===== config.mk =====
export PLATFORM = sky130hd
export DESIGN_NAME = rand_range_gen
export DESIGN_NICKNAME = d
export VERILOG_FILES = /design/src/rtl/rand_pkg.sv /design/src/rtl/rand_lcg_core.sv /design/src/rtl/rand_range_gen.sv
export SDC_FILE = /design/constraint.sdc
export NUM_CORES = 1
export LEC_CHECK = 0
export BUFFER_PORTS_ARGS = -buffer_cell sky130_fd_sc_hd__buf_2
export CORE_MARGIN = 1.5
export CORE_UTILIZATION = 51
export CTS_BUF_LIST = sky130_fd_sc_hd__clkbuf_4 sky130_fd_sc_hd__clkbuf_8
export DETAILED_ROUTE_END_ITERATION = 7
export PLACE_DENSITY = 0.7
export SLEW_MARGIN = 10
export SYNTH_ARGS = -nofsm -noshare
export SYNTH_HDL_FRONTEND = slang
export SYNTH_SLANG_ARGS = --single-unit

===== constraint.sdc =====
create_clock -name clk -period 6.2 [get_ports clk]
set_input_delay 0 -clock clk [delete_from_list [all_inputs] [get_ports clk]]
set_output_delay 0 -clock clk [all_outputs]
set_load 0.03 [all_outputs]

===== src/rtl/rand_pkg.sv =====
`default_nettype none
// ============================================================================
//  Module   : rand_pkg
//  Brief    : Shared constants and FSM encoding for the bounded random source.
//  Revision : 1.0  initial release
// ============================================================================
package rand_pkg;

  // Width of the LCG state word; results are taken from its upper bits.
  localparam int LCG_STATE_W = 31;

  // ISO C LCG constants (1103515245, 12345).
  localparam logic [31:0] LCG_A_DEFAULT = 32'h41C64E6D;
  localparam logic [31:0] LCG_C_DEFAULT = 32'h00003039;

  typedef enum logic [1:0] {
    IDLE = 2'd0,
    MUL  = 2'd1,
    DONE = 2'd2
  } rand_fsm_t;

endpackage : rand_pkg
`default_nettype wire


===== src/rtl/rand_lcg_core.sv =====
`default_nettype none
// ============================================================================
//  Module   : rand_lcg_core
//  Brief    : 31-bit linear congruential generator with seed load and step.
//             Owns all LCG arithmetic so other blocks can reuse it directly.
//  Revision : 1.0  initial release
// ============================================================================
module rand_lcg_core
  import rand_pkg::*;
#(
  parameter logic [LCG_STATE_W-1:0] SEED  = 31'd1,
  parameter logic [31:0]            LCG_A = LCG_A_DEFAULT,
  parameter logic [31:0]            LCG_C = LCG_C_DEFAULT
) (
  input  logic                   clk,
  input  logic                   rst,
  input  logic                   load_i,
  input  logic [LCG_STATE_W-1:0] seed_i,
  input  logic                   step_i,
  output logic [LCG_STATE_W-1:0] next_o,
  output logic [LCG_STATE_W-1:0] state_o
);

  // Only the low 31 bits of the multiplier and increment affect a mod-2^31 result.
  localparam logic [LCG_STATE_W-1:0] c_A_LO = LCG_A[LCG_STATE_W-1:0];
  localparam logic [LCG_STATE_W-1:0] c_C_LO = LCG_C[LCG_STATE_W-1:0];

  logic [LCG_STATE_W-1:0] state_q;
  logic [LCG_STATE_W-1:0] state_d;
  logic [LCG_STATE_W-1:0] w_next;

  // Next LCG value, truncated to the state width.
  assign w_next = (state_q * c_A_LO) + c_C_LO;

  // Load has priority over step; otherwise the state holds.
  always_comb begin
    state_d = state_q;
    if (load_i) begin
      state_d = seed_i;
    end else if (step_i) begin
      state_d = w_next;
    end
  end

  // State register, reset to the seed parameter.
  always_ff @(posedge clk or posedge rst) begin
    if (rst) begin
      state_q <= SEED;
    end else begin
      state_q <= state_d;
    end
  end

  assign next_o  = w_next;
  assign state_o = state_q;

endmodule : rand_lcg_core
`default_nettype wire


===== src/rtl/rand_range_gen.sv =====
`default_nettype none
// ============================================================================
//  Module   : rand_range_gen
//  Brief    : Bounded random draw in [0, span) from an LCG, scaled with a
//             sequential shift-add multiply and a req/valid handshake.
//  Revision : 1.0  initial release
// ============================================================================
module rand_range_gen
  import rand_pkg::*;
#(
  parameter int                     OUT_W = 16,
  parameter logic [LCG_STATE_W-1:0] SEED  = 31'd1,
  parameter logic [31:0]            LCG_A = LCG_A_DEFAULT,
  parameter logic [31:0]            LCG_C = LCG_C_DEFAULT
) (
  input  logic                   clk,
  input  logic                   rst,
  input  logic                   en_i,
  input  logic                   seed_load_i,
  input  logic [LCG_STATE_W-1:0] seed_in_i,
  input  logic                   req_i,
  input  logic [OUT_W-1:0]       span_i,
  output logic                   busy_o,
  output logic                   valid_o,
  output logic [OUT_W-1:0]       rand_out_o,
  output logic [LCG_STATE_W-1:0] raw_state_o
);

  localparam int                 c_CNT_W = $clog2(OUT_W + 1);
  localparam logic [c_CNT_W-1:0] c_LAST  = c_CNT_W'(OUT_W - 1);

  rand_fsm_t                fsm_q, fsm_d;
  logic [2*OUT_W-1:0]       acc_q, acc_d;
  logic [c_CNT_W-1:0]       cnt_q, cnt_d;
  logic [OUT_W-1:0]         r_q, r_d;
  logic [OUT_W-1:0]         span_q, span_d;
  logic [OUT_W-1:0]         rand_out_q, rand_out_d;

  logic                     w_lcg_step;
  logic [LCG_STATE_W-1:0]   w_lcg_next;
  logic [LCG_STATE_W-1:0]   w_lcg_state;
  logic                     w_next_unused;
  logic [2*OUT_W-1:0]       w_partial;
  logic                     w_span_bit;
  logic [2*OUT_W-1:0]       w_acc_sum;

  rand_lcg_core #(
    .SEED  (SEED),
    .LCG_A (LCG_A),
    .LCG_C (LCG_C)
  ) u_lcg (
    .clk     (clk),
    .rst     (rst),
    .load_i  (seed_load_i),
    .seed_i  (seed_in_i),
    .step_i  (w_lcg_step),
    .next_o  (w_lcg_next),
    .state_o (w_lcg_state)
  );

  // The draw uses only the upper bits of the next state; the rest are dropped.
  assign w_next_unused = ^w_lcg_next;

  // One shift-add multiply step: add r<<cnt when bit cnt of span is set.
  assign w_partial  = {{OUT_W{1'b0}}, r_q} << cnt_q;
  assign w_span_bit = |(span_q & (OUT_W'(1) << cnt_q));
  assign w_acc_sum  = w_span_bit ? (acc_q + w_partial) : acc_q;

  // Next-state and datapath control; seed_load aborts any draw in progress.
  always_comb begin
    fsm_d      = fsm_q;
    acc_d      = acc_q;
    cnt_d      = cnt_q;
    r_d        = r_q;
    span_d     = span_q;
    rand_out_d = rand_out_q;
    w_lcg_step = 1'b0;
    case (fsm_q)
      IDLE: begin
        if (seed_load_i) begin
          fsm_d = IDLE;
        end else if (req_i) begin
          w_lcg_step = 1'b1;
          r_d        = w_lcg_next[LCG_STATE_W-1 -: OUT_W];
          span_d     = span_i;
          acc_d      = '0;
          cnt_d      = '0;
          fsm_d      = MUL;
        end else if (en_i) begin
          w_lcg_step = 1'b1;
        end
      end
      MUL: begin
        if (seed_load_i) begin
          fsm_d = IDLE;
        end else begin
          acc_d = w_acc_sum;
          cnt_d = cnt_q + c_CNT_W'(1);
          if (cnt_q == c_LAST) begin
            fsm_d      = DONE;
            rand_out_d = (span_q == '0) ? r_q : w_acc_sum[2*OUT_W-1:OUT_W];
          end
        end
      end
      DONE: begin
        fsm_d = IDLE;
      end
      default: begin
        fsm_d = IDLE;
      end
    endcase
  end

  // FSM and datapath registers.
  always_ff @(posedge clk or posedge rst) begin
    if (rst) begin
      fsm_q      <= IDLE;
      acc_q      <= '0;
      cnt_q      <= '0;
      r_q        <= '0;
      span_q     <= '0;
      rand_out_q <= '0;
    end else begin
      fsm_q      <= fsm_d;
      acc_q      <= acc_d;
      cnt_q      <= cnt_d;
      r_q        <= r_d;
      span_q     <= span_d;
      rand_out_q <= rand_out_d;
    end
  end

  assign busy_o      = (fsm_q == MUL) || (fsm_q == DONE);
  assign valid_o     = (fsm_q == DONE);
  assign rand_out_o  = rand_out_q;
  assign raw_state_o = w_lcg_state;

endmodule : rand_range_gen
`default_nettype wire


* Word level (Yosys, flattened, before mapping)
Cells that the tools add are included.
** Storage, ports and cells
- Register bits :: 118
- Bits in latches :: 0
- Memory bits (writable) :: 0
- Bits in read-only memories :: 0
- Output and inout port bits :: 49
- Logic and storage cells :: 57
- Memories :: 0
** Cells by class
- $add $sub $neg :: 3
- $mul :: 1
- Div/mod/pow operators :: 0
- $lt $le $gt $ge :: 0
- Eq/ne operators :: 9
- Shift operators :: 2
- Multiplexer cells :: 21
- Bitwise logic cells :: 2
- Reduce and logical (&&, ||, !) cells :: 11
** Operator list (count)
- 2-to-1 mux 32 bit :: 4
- case mux 32 bit (2 select lines) :: 1
- 2-to-1 mux 31 bit :: 2
- adder 32 bit :: 1
- left shift 16 x 5 -> 32 bit :: 1
- adder 31 x 14 -> 31 bit, second input constant :: 1
- multiplier 31 x 31 -> 31 bit, second input constant :: 1
- bitwise AND 16 bit :: 1
- logical NOT 16 bit :: 1
- 2-to-1 mux 16 bit :: 1
- OR reduction 16 bit :: 1
- left shift 1 x 5 -> 16 bit, first input constant :: 1
- 2-to-1 mux 5 bit :: 3
- case mux 5 bit (2 select lines) :: 1
- 2-to-1 mux 2 bit :: 4
- inequality test 2 bit, second input constant :: 4
- inequality test 3 bit, second input constant :: 2
- AND reduction 3 bit :: 2
- adder 5 x 1 -> 5 bit, second input constant :: 1
- == test 5 x 4 -> 1 bit, second input constant :: 1
- AND reduction 5 bit :: 1
- 2-to-1 mux 1 bit :: 4
- case mux 2 bit (2 select lines) :: 1
- AND reduction 4 bit :: 1
- other kinds (7) :: 8

* Logic depth before layout (Yosys ltp)
Gate-level depths: netlist of the first run.
- Depth in word-level cells :: 6
- Gate-level depth with buffers :: 26
- Gate-level depth less buffers :: 26

* Cells and area by module
Synthesis of the first run repeated with hierarchy kept, for this count alone.
** Unflattened totals
- Cells, all modules :: 1839
- Area, all modules :: 16749.8 um^2
** Modules (own cells, without submodules)
- rand_lcg_core :: instances 1, cells an instance 1083, area each 10148.5 um^2, seq. area each 777.0 um^2
- rand_range_gen :: instances 1, cells an instance 756, area each 6601.3 um^2, seq. area each 2177.1 um^2

* Least setup slack after synthesis of the first run
No wires, ideal clock.
- Path type :: flip-flop to flip-flop
- Start :: register u_lcg.state_q[8], in the netlist u_lcg.state_o[8]
- End :: register u_lcg.state_q[28], in the netlist u_lcg.state_o[28]
- Arrival :: 6422 ps
- Data required time :: 6073 ps
- Slack :: -349 ps
- Cell stages (with the launch flop) :: 23
- Buffers on the path :: 0
- Period minus slack after synthesis :: 6549 ps
- Cell sequence :: dfrtp_1 ha_1 fa_1 inv_1 fa_1 fa_1 inv_1 ha_1 inv_1 fa_1 inv_1 fa_1 fa_1 ha_1 a211o_1 a2111oi_4 o211ai_2 a31oi_4 o21ai_2 a2111o_1 a31oi_1 xor2_1 o21ai_1
** Between the ends
- Longest elaborated chain between the ends :: 4
** RTL lines
- start, declared :: line rand_lcg_core.sv:28 : logic [LCG_STATE_W-1:0] state_q;
- start signal, assigned :: line rand_lcg_core.sv:50 : state_q <= state_d;
- multiplier 31 x 31 -> 31 bit :: line rand_lcg_core.sv:33 : assign w_next = (state_q * c_A_LO) + c_C_LO;
- adder 31 x 14 -> 31 bit :: line rand_lcg_core.sv:33
- 2-to-1 mux 31 bit :: line rand_lcg_core.sv:40 : end else if (step_i) begin
- 2-to-1 mux 31 bit :: line rand_lcg_core.sv:38 : if (load_i) begin
Every way passes these cells. The select of a mux whose other input is x is not followed.
A chain may end at the register's enable or synchronous reset.

* Final worst setup path of the first run
- Start :: register u_lcg.state_q[8], in the netlist u_lcg.state_o[8]
- End :: register r_q[15]
** Between the ends
- Longest elaborated chain between the ends :: 2
** RTL lines
- multiplier 31 x 31 -> 31 bit :: line rand_lcg_core.sv:33
- adder 31 x 14 -> 31 bit :: line rand_lcg_core.sv:33
- end signal, assigned :: line rand_range_gen.sv:127 : r_q <= r_d;
- end, declared :: line rand_range_gen.sv:35 : logic [OUT_W-1:0] r_q, r_d;
Every way passes these cells.

==> impl_metrics.csv, run 1 <==
group,metric,value,unit
timing,hold_viol_final,0,
floorplan,die_w,183,µm
route,wl_met3,2.46,mm
critical_path,crit_required,6.54,ns
logic_synthesis,ys_warn_count,0,
timing,rsz0062_at_grt,"true",
logic_synthesis,synthFlopType,"dfrtp_1",
cts,htree_levels,4,
cts,clk_pin_slew,0.08,ns
cts,cts_buffer_depth,2,
critical_path,cp_data_arrival_time,6.77,ns
route,ant_nets,0,
route,viasPerCell,5.59,
route,wl_met1,20.2,mm
logic_synthesis,syn_inst,1811,
route,drc,0,
floorplan,die_y,183,µm
critical_path,cp-end-kind,"register",
min_path,hold_path.class,"primary input to register",
placed_design,dpl.hpwl,40.0,mm
floorplan,start_util,0.521,
timing,drv_slew,0,
critical_path,cp_max_fo,4,
route,drt_iter0_markers,812,
floorplan,rows,65,
finish,area_delta_synth_final,20.6,%
global_route,grt_pass1_wl,77.5,mm
cts,cts-root-buf,"clkbuf_8",
min_path,worstHoldPathCells,4,
floorplan,core_area,31700,µm²
critical_path,reg2reg_from,"u_lcg.state_o[8]",
finish,nets,2548,
critical_path,reg2reg_to,"r_q[15]",
timing,max-slew-margin-rel,0.263,
timing,fmax,155,MHz
logic_synthesis,async_flop_share,1.00,
cts,cts_buffers,17,
critical_path,critPathKind,"register to register",
global_route,overflow,0,
route,via_count,14000,
global_route,antenna_found_initial,1,
logic_synthesis,synth_nets,2277,
outcome,outcome,"finished with violations",
timing,finClkSkew,0.0186,ns
placed_design,gp_congestion,1.00,
logic_synthesis,ys_types,74,
global_route,grt_usage,0.303,
placed_design,port_buffers,100,
logic_synthesis,synth-edff-count,0,
timing,fin_crit_sh,1.04,
critical_path,regToRegSetupSlack,-0.23,ns
min_path,hold_path_end,"u_lcg.state_o[7]",
job,drv_cap,0,
route,routedWlPerCell,19.7,µm
critical_path,worst-r2r-cell-count,23,
cts,cts_num_sinks,118,
logic_synthesis,seq_area_frac_synth,0.179,
logic_synthesis,synth_top_area_frac,0.216,
route,first_pass_iters,5,
logic_synthesis,synth-seq-cells,118,
timing,finalSetupViolations,12,
global_route,grt_pass1_vias,14300,
outcome,violations,"setup timing",
route,dr.max_layer_used,"met4",
critical_path,start_kind,"register",
global_route,grt_max_degree,63,
finish,stdcell_count,2498,
route,wl_met2,24.7,mm
floorplan,die_area,33500,µm²
logic_synthesis,synth_area,16500,µm²
min_path,min_from,"seed_in_i[7]",
critical_path,startpoint,"u_lcg.state_o[8]",
timing,post-route-min-period,6.43,ns
placed_design,dp.cells,2404,
logic_synthesis,synth_area_per_cell,9.12,µm²
logic_synthesis,synth_largest_area_cell,"fa_1",
route,wl,49.3,mm
finish,drive_gt1_frac,0.200,
cts,insertion_delay,0.49,ns
cts,tritoncts,"built",
timing,setup_slack,-0.232,ns
placed_design,dpl-instance-area,18500,µm²
floorplan,io_pins,101,
logic_synthesis,synth.area.top_cells,"fa_1 22%, ha_1 18%, dfrtp_1 18%",
finish,fin_area,19900,µm²
timing,worstMarginPinSlew,1.10,ns
## final cells by class
class / count / area, µm²
Inverter: 411 / 1550
Clock buffer: 19 / 262
Fill cell: 2650 / 11800
Multi-Input combinational cell: 1229 / 12300
Antenna cell: 1 / 2.50
Tap cell: 402 / 503
Timing Repair Buffer: 305 / 2180
Clock inverter: 13 / 169
Sequential cell: 118 / 2980
## per-layer routing
layer / up-vias / GRT usage
li1: 6507 / -
met1: 6915 / 0.374
met2: 428 / 0.536
met3: 110 / 0.0437
met4: 0 / 0.117
met5: - / 0
## worst max-delay path, stage by stage (launching register included)
cell and delay, ns:
dfrtp_2 0.46, ha_4 0.26, fa_1 0.51, inv_2 0.04
fa_1 0.48, fa_1 0.50, inv_2 0.05, ha_4 0.26
inv_2 0.03, fa_1 0.52, inv_1 0.05, fa_1 0.45
fa_1 0.53, ha_4 0.21, a211o_1 0.29, a2111oi_4 0.22
o211ai_2 0.17, a31oi_4 0.25, o21ai_4 0.11, buf_6 0.14
a211o_1 0.31, a31oi_4 0.20, xnor2_2 0.15, o21ai_1 0.08
## cell usage after synthesis, drive strengths merged (11+ instances only)
| cell | n |
|---|---|
| xor2 | 26 |
| a21o | 29 |
| nand3 | 28 |
| a22oi | 22 |
| nand2b | 20 |
| xnor2 | 58 |
| o21ai | 121 |
| a211oi | 16 |
| fa | 178 |
| clkbuf | 42 |
| mux2i | 26 |
| dfrtp | 117 |
| nor2 | 70 |
| o22ai | 13 |
| ha | 236 |
| inv | 410 |
| buf | 11 |
| and3 | 12 |
| nand2 | 109 |
| nor3 | 14 |
| a22o | 29 |
| mux2 | 26 |
| a21oi | 75 |
## cell families (layout without fill, tap and decap cells)
logic type,after synthesis,after routing,synth area share
muxes,57,57,0.0403
xor gates and xnor gates,84,84,0.0446
buffers and inverters,464,748,0.108
adders and majority gates,414,414,0.395
DFF,118,118,0.179
other,0,1,0
and+or+nand+nor,297,297,0.0832
AOI/OAI and AO/OA,377,377,0.151
## how the worst max path moves through the flow
stage / end / slack [ns] / cells after the start
global route: r_q[13] / -0.43 / 22
floorplan: u_lcg.state_o[28] / -0.11 / 22
global placement: r_q[13] / -0.15 / 22
finish: r_q[15] / -0.23 / 23
CTS: r_q[13] / -0.17 / 22
detailed placement: r_q[14] / -0.28 / 25
## registers in the layout (all words and copies together) (netlist names)
register / count
acc_q: 32
cnt_q: 5
fsm_q: 2
r_q: 16
rand_out_o: 16
span_q: 16
u_lcg.state_o: 31
## timing repair
action	4_1_cts	5_1_grt
hold buffers	47	0
pin swaps	21	13
endpoints found under the setup margin	23	24
endpoints found under the hold margin	108	0
resized for setup	35	49
buffers inserted	6	8
## cell usage in the layout (no fill, tap or decap), drive strengths merged, types with 19 or more instances in the layout
| cell | instances |
|---|---|
| fa | 178 |
| o21ai | 121 |
| nand2 | 109 |
| a22o | 29 |
| buf | 258 |
| a22oi | 22 |
| nor2 | 70 |
| ha | 236 |
| a21oi | 75 |
| nand3 | 28 |
| a21o | 29 |
| dfrtp | 117 |
| xnor2 | 58 |
| nand2b | 20 |
| clkbuf | 19 |
| dlygate4sd3 | 47 |
| mux2 | 26 |
| xor2 | 26 |
| inv | 414 |
| mux2i | 26 |
## per-stage QoR
step | TNS [ns] | utilization | worst slack (ns) | hold slack, ns
2_1_floorplan | -0.205 | - | -0.108 | 0.151
3_3_place_gp | -1.76 | 0.582 | -0.149 | 0.208
6_report | -1.51 | 0.628 | -0.232 | 0.0637
4_1_cts | -0.898 | 0.618 | -0.166 | 0.0480
3_5_place_dp | -3.91 | 0.582 | -0.284 | 0.214
5_1_grt | -5.85 | 0.628 | -0.435 | 0.0596
Power of run 1 is left out: the tool's default activity adds up to more than one toggle a clock period on the data nets, which glitch-free logic cannot reach.
==> run 2, diff against run 1 <==
==> constraint.sdc (replaced) <==
create_clock -name clk -period 6.2 [get_ports clk]
set_input_delay 0.93 -clock clk [delete_from_list [all_inputs] [get_ports clk]]
set_output_delay 0.93 -clock clk [all_outputs]
set_load 0.03 [all_outputs]
==> run 2 against run 1 <==
The run still ends with setup timing left. Global-route usage down 0.62 points. Core utilization shrank 2.2 points. Clock-buffer cell count is 1 lower. Worst hold slack better by 0.41 ns.
==> impl_metrics.csv, run 2 (same netlist as run 1, synthesis figures left out) <==
group,metric,value,unit
outcome,outcome,"finished with violations",
outcome,violations,"setup timing",
route,viasPerCell,5.58,
critical_path,crit_top_cell,"fa_1",
finish,drive_gt1_frac,0.192,
timing,hold_viol_final,0,
floorplan,die_y,183,µm
critical_path,reg2reg_to,"r_q[13]",
cts,cts_buffers,17,
finish,most-common-layout-cells,"402 x inv_1, 222 x ha_1, 176 x fa_1, 143 x buf_4, 105 x nand2_1",
critical_path,critPathTopFamily,"adder cells",
cts,tritoncts,"built",
critical_path,endpoint,"r_q[13]",
timing,post-route-min-period,6.40,ns
finish,nets,2490,
floorplan,die_area,33500,µm²
placed_design,dp.cells,2396,
cts,htree_levels,4,
critical_path,cp_data_arrival_time,6.74,ns
critical_path,slowest_delay,0.54,ns
cts,clk_pin_slew,0.08,ns
timing,setup_slack,-0.202,ns
route,drt_iter0_markers,1027,
cts,cts_hold_buf,0,
cts,cts-root-buf,"clkbuf_8",
route,first_pass_iters,6,
critical_path,critical_path.cell_chain,"ha_4 -> fa_1 -> inv_2 -> fa_1 -> fa_1 -> inv_1 -> ha_1 -> inv_2 -> fa_1 -> inv_1 -> fa_1 -> fa_1 -> ha_4 -> a211o_1 -> a2111oi_4 -> o211ai_2 -> a31oi_4 -> o21ai_4 -> a2111o_1 -> a31oi_1 -> xor2_1 -> o21ai_1",
critical_path,path_buf_inv,4,
global_route,grt_max_degree,82,
timing,fmax,156,MHz
floorplan,io_pins,101,
route,drc,0,
route,wl,48.2,mm
global_route,grt_pass1_vias,13800,
min_path,hold_path.class,"register to register",
timing,max-slew-margin-rel,0.277,
placed_design,gp_congestion,0.979,
finish,antennaDiodeCount,0,
timing,worstMarginPinSlew,1.08,ns
placed_design,dpl.hpwl,39.9,mm
timing,fin_tns_setup,-1.49,ns
floorplan,start_util,0.521,
critical_path,regToRegSetupSlack,-0.20,ns
cts,insertion_delay,0.49,ns
timing,fin_crit_sh,1.03,
global_route,antenna_found_initial,0,
job,drv_cap,0,
cts,cts_num_sinks,118,
global_route,grt_usage,0.297,
floorplan,die_w,183,µm
finish,stdcell_count,2438,
route,ant_nets,0,
timing,finClkSkew,0.0121,ns
critical_path,startpoint,"u_lcg.state_o[8]",
critical_path,worst-r2r-cell-count,22,
timing,rsz0062_at_grt,"true",
critical_path,crit_required,6.54,ns
timing,drv_slew,0,
cts,cts_buffer_depth,2,
critical_path,crit_slowest_cell,"fa_1",
timing,finalSetupViolations,20,
route,routedWlPerCell,19.8,µm
critical_path,reg2reg_from,"u_lcg.state_o[8]",
finish,area_delta_synth_final,16.5,%
placed_design,port_buffers,100,
global_route,overflow,0,
global_route,grt_pass1_wl,75.6,mm
critical_path,critPathKind,"register to register",
critical_path,start_kind,"register",
critical_path,cp-end-kind,"register",
critical_path,worst-path-stages,22,
finish,registers.top_by_ff_count,"acc_q",
route,via_count,13600,
finish,largest_reg_flops,32,
placed_design,pre_cts_ws,-0.372,ns
finish,final_common_cell,"inv_1",
floorplan,rows,65,
floorplan,core_area,31700,µm²
critical_path,cp_max_fo,3,
==> run 2: timing repair <==
item / 4_1_cts / 5_1_grt
pin swaps: 12 / 14
buffers inserted: 2 / 9
resized for setup: 22 / 41
setup endpoints to repair: 24 / 26
hold endpoints to repair: 0 / 0
==> run 2: layer usage <==
layer  share of wire  vias to the layer above  GRT usage  routed length, µm
li1                -                     6399          -                  -
met1            0.43                     6719      0.376              20600
met2            0.50                      400      0.520              24000
met3           0.042                       83     0.0349               2020
met4           0.033                        0      0.114               1580
met5               0                        -          0                  0
==> run 2: worst min-delay path by stage <==
stage / from / endpoint / slack [ns] / depth (start not counted)
5_1_grt: rand_out_o[3] / rand_out_o[3] / 0.50 / 1
6_report: rand_out_o[3] / rand_out_o[3] / 0.48 / 1
3_5_place_dp: rand_out_o[3] / rand_out_o[3] / 0.46 / 1
3_3_place_gp: rand_out_o[3] / rand_out_o[3] / 0.46 / 1
4_1_cts: rand_out_o[3] / rand_out_o[3] / 0.48 / 1
2_1_floorplan: acc_q[0] / acc_q[0] / 0.46 / 2
==> run 2: final cells by class <==
cell class / count / area (µm²)
clock buffer: 18 / 241
clock inverter: 13 / 198
fill: 2761 / 12500
inverter: 411 / 1550
multi-input combinational: 1229 / 12100
sequential: 118 / 2970
tap: 402 / 503
timing repair buffer: 247 / 1630
==> run 2: per-stage QoR <==
| step | utilization | hold WS, ns | instance area (µm²) |
|---|---|---|---|
| 2_1_floorplan | - | 0.462 | 16600 |
| 3_3_place_gp | 0.580 | 0.459 | 18400 |
| 3_5_place_dp | 0.580 | 0.461 | 18400 |
| 4_1_cts | 0.598 | 0.480 | 19000 |
| 5_1_grt | 0.606 | 0.501 | 19200 |
| 6_report | 0.606 | 0.478 | 19200 |
Power of run 2 is left out for the same reason.
==> run 3, diff against run 2 <==
--- a/config.mk
+++ b/config.mk
@@ -6,7 +6,7 @@
 export NUM_CORES = 1
 export LEC_CHECK = 0
 export BUFFER_PORTS_ARGS = -buffer_cell sky130_fd_sc_hd__buf_2
-export CORE_MARGIN = 1.5
+export CORE_MARGIN = 5
 export CORE_UTILIZATION = 51
 export CTS_BUF_LIST = sky130_fd_sc_hd__clkbuf_4 sky130_fd_sc_hd__clkbuf_8
 export DETAILED_ROUTE_END_ITERATION = 7
@@ -14,4 +14,5 @@
 export SLEW_MARGIN = 10
 export SYNTH_ARGS = -nofsm -noshare
 export SYNTH_HDL_FRONTEND = slang
+export SYNTH_HIERARCHICAL = 1
 export SYNTH_SLANG_ARGS = --single-unit
==> run 3 against run 2 <==
The flow still finishes with violations (setup timing). Core utilization rose by 2.1 points. Sequential cell count unchanged. Worst hold slack worse by 0.13 ns. Register-to-register slack lost 0.03 ns. First-iteration DRC count shrank 7.3%. Synthesized area is 1.4% higher. Maximum frequency shrank 0.42%. Critical path depth increased by 4. Critical endpoint unchanged.
==> impl_metrics.csv, run 3 <==
group,metric,value,unit
outcome,outcome,"finished with violations",
outcome,violations,"setup timing",
job,drv_cap,0,
timing,post-route-min-period,6.43,ns
logic_synthesis,synth_area_per_cell,9.11,µm²
logic_synthesis,synth_top_area_frac,0.213,
global_route,grt_pass1_wl,80.4,mm
logic_synthesis,synth.area.top_cells,"fa_1 21%, ha_1 18%, dfrtp_1 17%",
placed_design,port_buffers,100,
critical_path,cp-end-kind,"register",
route,first_pass_iters,6,
timing,finalSetupViolations,19,
logic_synthesis,seq_area_frac_synth,0.176,
logic_synthesis,synth_nets,2306,
route,wl,51.6,mm
route,wl_met2,24.6,mm
global_route,grt_max_degree,82,
route,drt_iter0_markers,952,
finish,most-common-layout-cells,"374 x inv_1, 188 x ha_1, 167 x fa_1, 160 x buf_4, 135 x nand2_1",
route,wl_met3,3.37,mm
finish,registers.top_by_ff_count,"acc_q",
global_route,grt_pass1_vias,14800,
cts,clk_pin_slew,0.08,ns
logic_synthesis,synth-edff-count,0,
finish,nets,2544,
timing,fmax,156,MHz
route,ant_nets,0,
critical_path,critPathKind,"register to register",
critical_path,crit_required,6.56,ns
floorplan,start_util,0.516,
route,via_count,14100,
cts,htree_levels,4,
floorplan,rows,66,
timing,max-slew-margin-rel,0.285,
cts,cts-root-buf,"clkbuf_8",
finish,area_delta_synth_final,21.5,%
placed_design,gp_congestion,0.961,
cts,cts_buffer_depth,2,
floorplan,io_pins,101,
critical_path,cp_data_arrival_time,6.79,ns
logic_synthesis,ys_types,82,
logic_synthesis,ys_warn_count,6,
global_route,grt_usage,0.287,
floorplan,die_y,191,µm
logic_synthesis,async_flop_share,1.00,
logic_synthesis,synth_area,16700,µm²
route,wl_met1,21.6,mm
critical_path,crit_slowest_cell,"fa_1",
logic_synthesis,synth-seq-cells,118,
floorplan,core_area,32500,µm²
finish,largest_reg_flops,32,
global_route,overflow,0,
finish,post-route-util,0.627,
cts,cts_buffers,17,
global_route,antenna_found_initial,1,
finish,n_fill_cell,2655,
timing,fin_crit_sh,1.04,
floorplan,die_w,191,µm
route,viasPerCell,5.57,
critical_path,cp_max_fo,3,
floorplan,die_area,36600,µm²
cts,cts_hold_buf,0,
min_path,hold_path.class,"primary input to asynchronous set/reset pin",
timing,finClkSkew,0.0227,ns
critical_path,start_kind,"register",
logic_synthesis,synth_largest_area_cell,"fa_1",
cts,tritoncts,"built",
cts,insertion_delay,0.49,ns
logic_synthesis,syn_inst,1839,
logic_synthesis,synth_common_cells,"412 x inv_1, 237 x ha_1, 178 x fa_1",
finish,final_common_cell,"inv_1",
timing,drv_slew,0,
critical_path,slowest_delay,0.53,ns
route,dr.max_layer_used,"met4",
logic_synthesis,synthFlopType,"dfrtp_1",
logic_synthesis,yosysMostFrequentCell,"inv_1",
finish,drive_gt1_frac,0.268,
timing,hold_viol_final,0,
timing,setup_slack,-0.229,ns
route,routedWlPerCell,20.4,µm
cts,cts_num_sinks,118,
route,drc,0,
finish,antennaDiodeCount,0,
timing,worstMarginPinSlew,1.07,ns
timing,rsz0062_at_grt,"true",
critical_path,crit_top_cell,"fa_1",
placed_design,dpl.hpwl,41.1,mm
critical_path,worst-r2r-cell-count,26,
==> run 3: changes by cell type in the layout (fill, tap and decap cells not counted), sizes merged, moves of 7 or more <==
cell,previous run,this run
and2,2,11
nand2b,20,12
a22oi,22,1
nand3,28,20
mux2i,26,34
a22o,29,13
o31ai,5,15
o21ai,121,95
o211ai,4,11
buf,247,273
nand2,109,141
mux2,26,42
==> run 3: worst max-delay path, delay by kind of cell (launching register included) <==
kind / cells / cell delay, ns
and+or+nand+nor: 2 / 0.29
adders and majority gates: 9 / 3.43
AOI/OAI and AO/OA: 6 / 1.09
xor gates and xnor gates: 1 / 0.19
muxes: 1 / 0.25
buffers and inverters: 7 / 0.57
DFF: 1 / 0.50
==> run 3: kinds of logic (layout without fill, tap and decap cells) <==
group / after synthesis / in the layout / share of synthesized area
buffers and inverters: 469 / 718 / 0.105
adders and majority gates: 415 / 415 / 0.390
AOI/OAI and AO/OA: 337 / 337 / 0.134
and+or+nand+nor: 333 / 333 / 0.0931
DFF: 118 / 118 / 0.176
xor gates and xnor gates: 85 / 85 / 0.0444
muxes: 82 / 82 / 0.0566
==> run 3: through the flow <==
step / hold WS (ns) / setup WS [ns] / cell area [µm²] / instances / TNS (ns)
6_report: 0.347 / -0.229 / 20300 / 2530 / -2.44
5_1_grt: 0.324 / -0.439 / 20300 / 2530 / -6.84
4_1_cts: 0.303 / -0.241 / 19900 / 2520 / -2.43
3_5_place_dp: 0.466 / -0.486 / 19100 / 2475 / -5.05
3_3_place_gp: 0.458 / -0.360 / 19100 / 2475 / -2.77
2_1_floorplan: 0.455 / -0.0116 / 17200 / 1839 / -0.0116
==> run 3: path summary, 6_finish.rpt <==
path	startpoint	end	slack (ns)
max	u_lcg/state_o[6]	r_q[13]	-0.23
min	rst	span_q[3]	0.35
max reg2reg	u_lcg/state_o[6]	r_q[13]	-0.23
min reg2reg	rand_out_o[6]	rand_out_o[6]	0.47
max in group asynchronous	rst	acc_q[25]	4.61
min in group clk	rand_out_o[6]	rand_out_o[6]	0.47
==> run 3: cell type report <==
cell class,count,area [µm²],share of cell area
Clock inverter,9,78.8,0.00387
Sequential cell,118,2990,0.147
Tap cell,442,553,0.0272
Timing Repair Buffer,273,1860,0.0913
Multi-Input combinational cell,1252,13000,0.640
Clock buffer,21,283,0.0139
Inverter,415,1570,0.0771
==> run 3: repair_timing <==
item / in CTS / in global routing
setup endpoints to repair: 23 / 27
pin swaps: 64 / 53
setup buffers: 16 / 15
resized for setup: 60 / 82
==> run 3: per-layer routing <==
| metal | up-vias | global-route usage |
|---|---|---|
| met5 | - | 0 |
| met3 | 109 | 0.0413 |
| met1 | 6963 | 0.377 |
| met4 | 0 | 0.0981 |
| met2 | 521 | 0.486 |
| li1 | 6499 | - |
Power of run 3 is left out for the same reason.
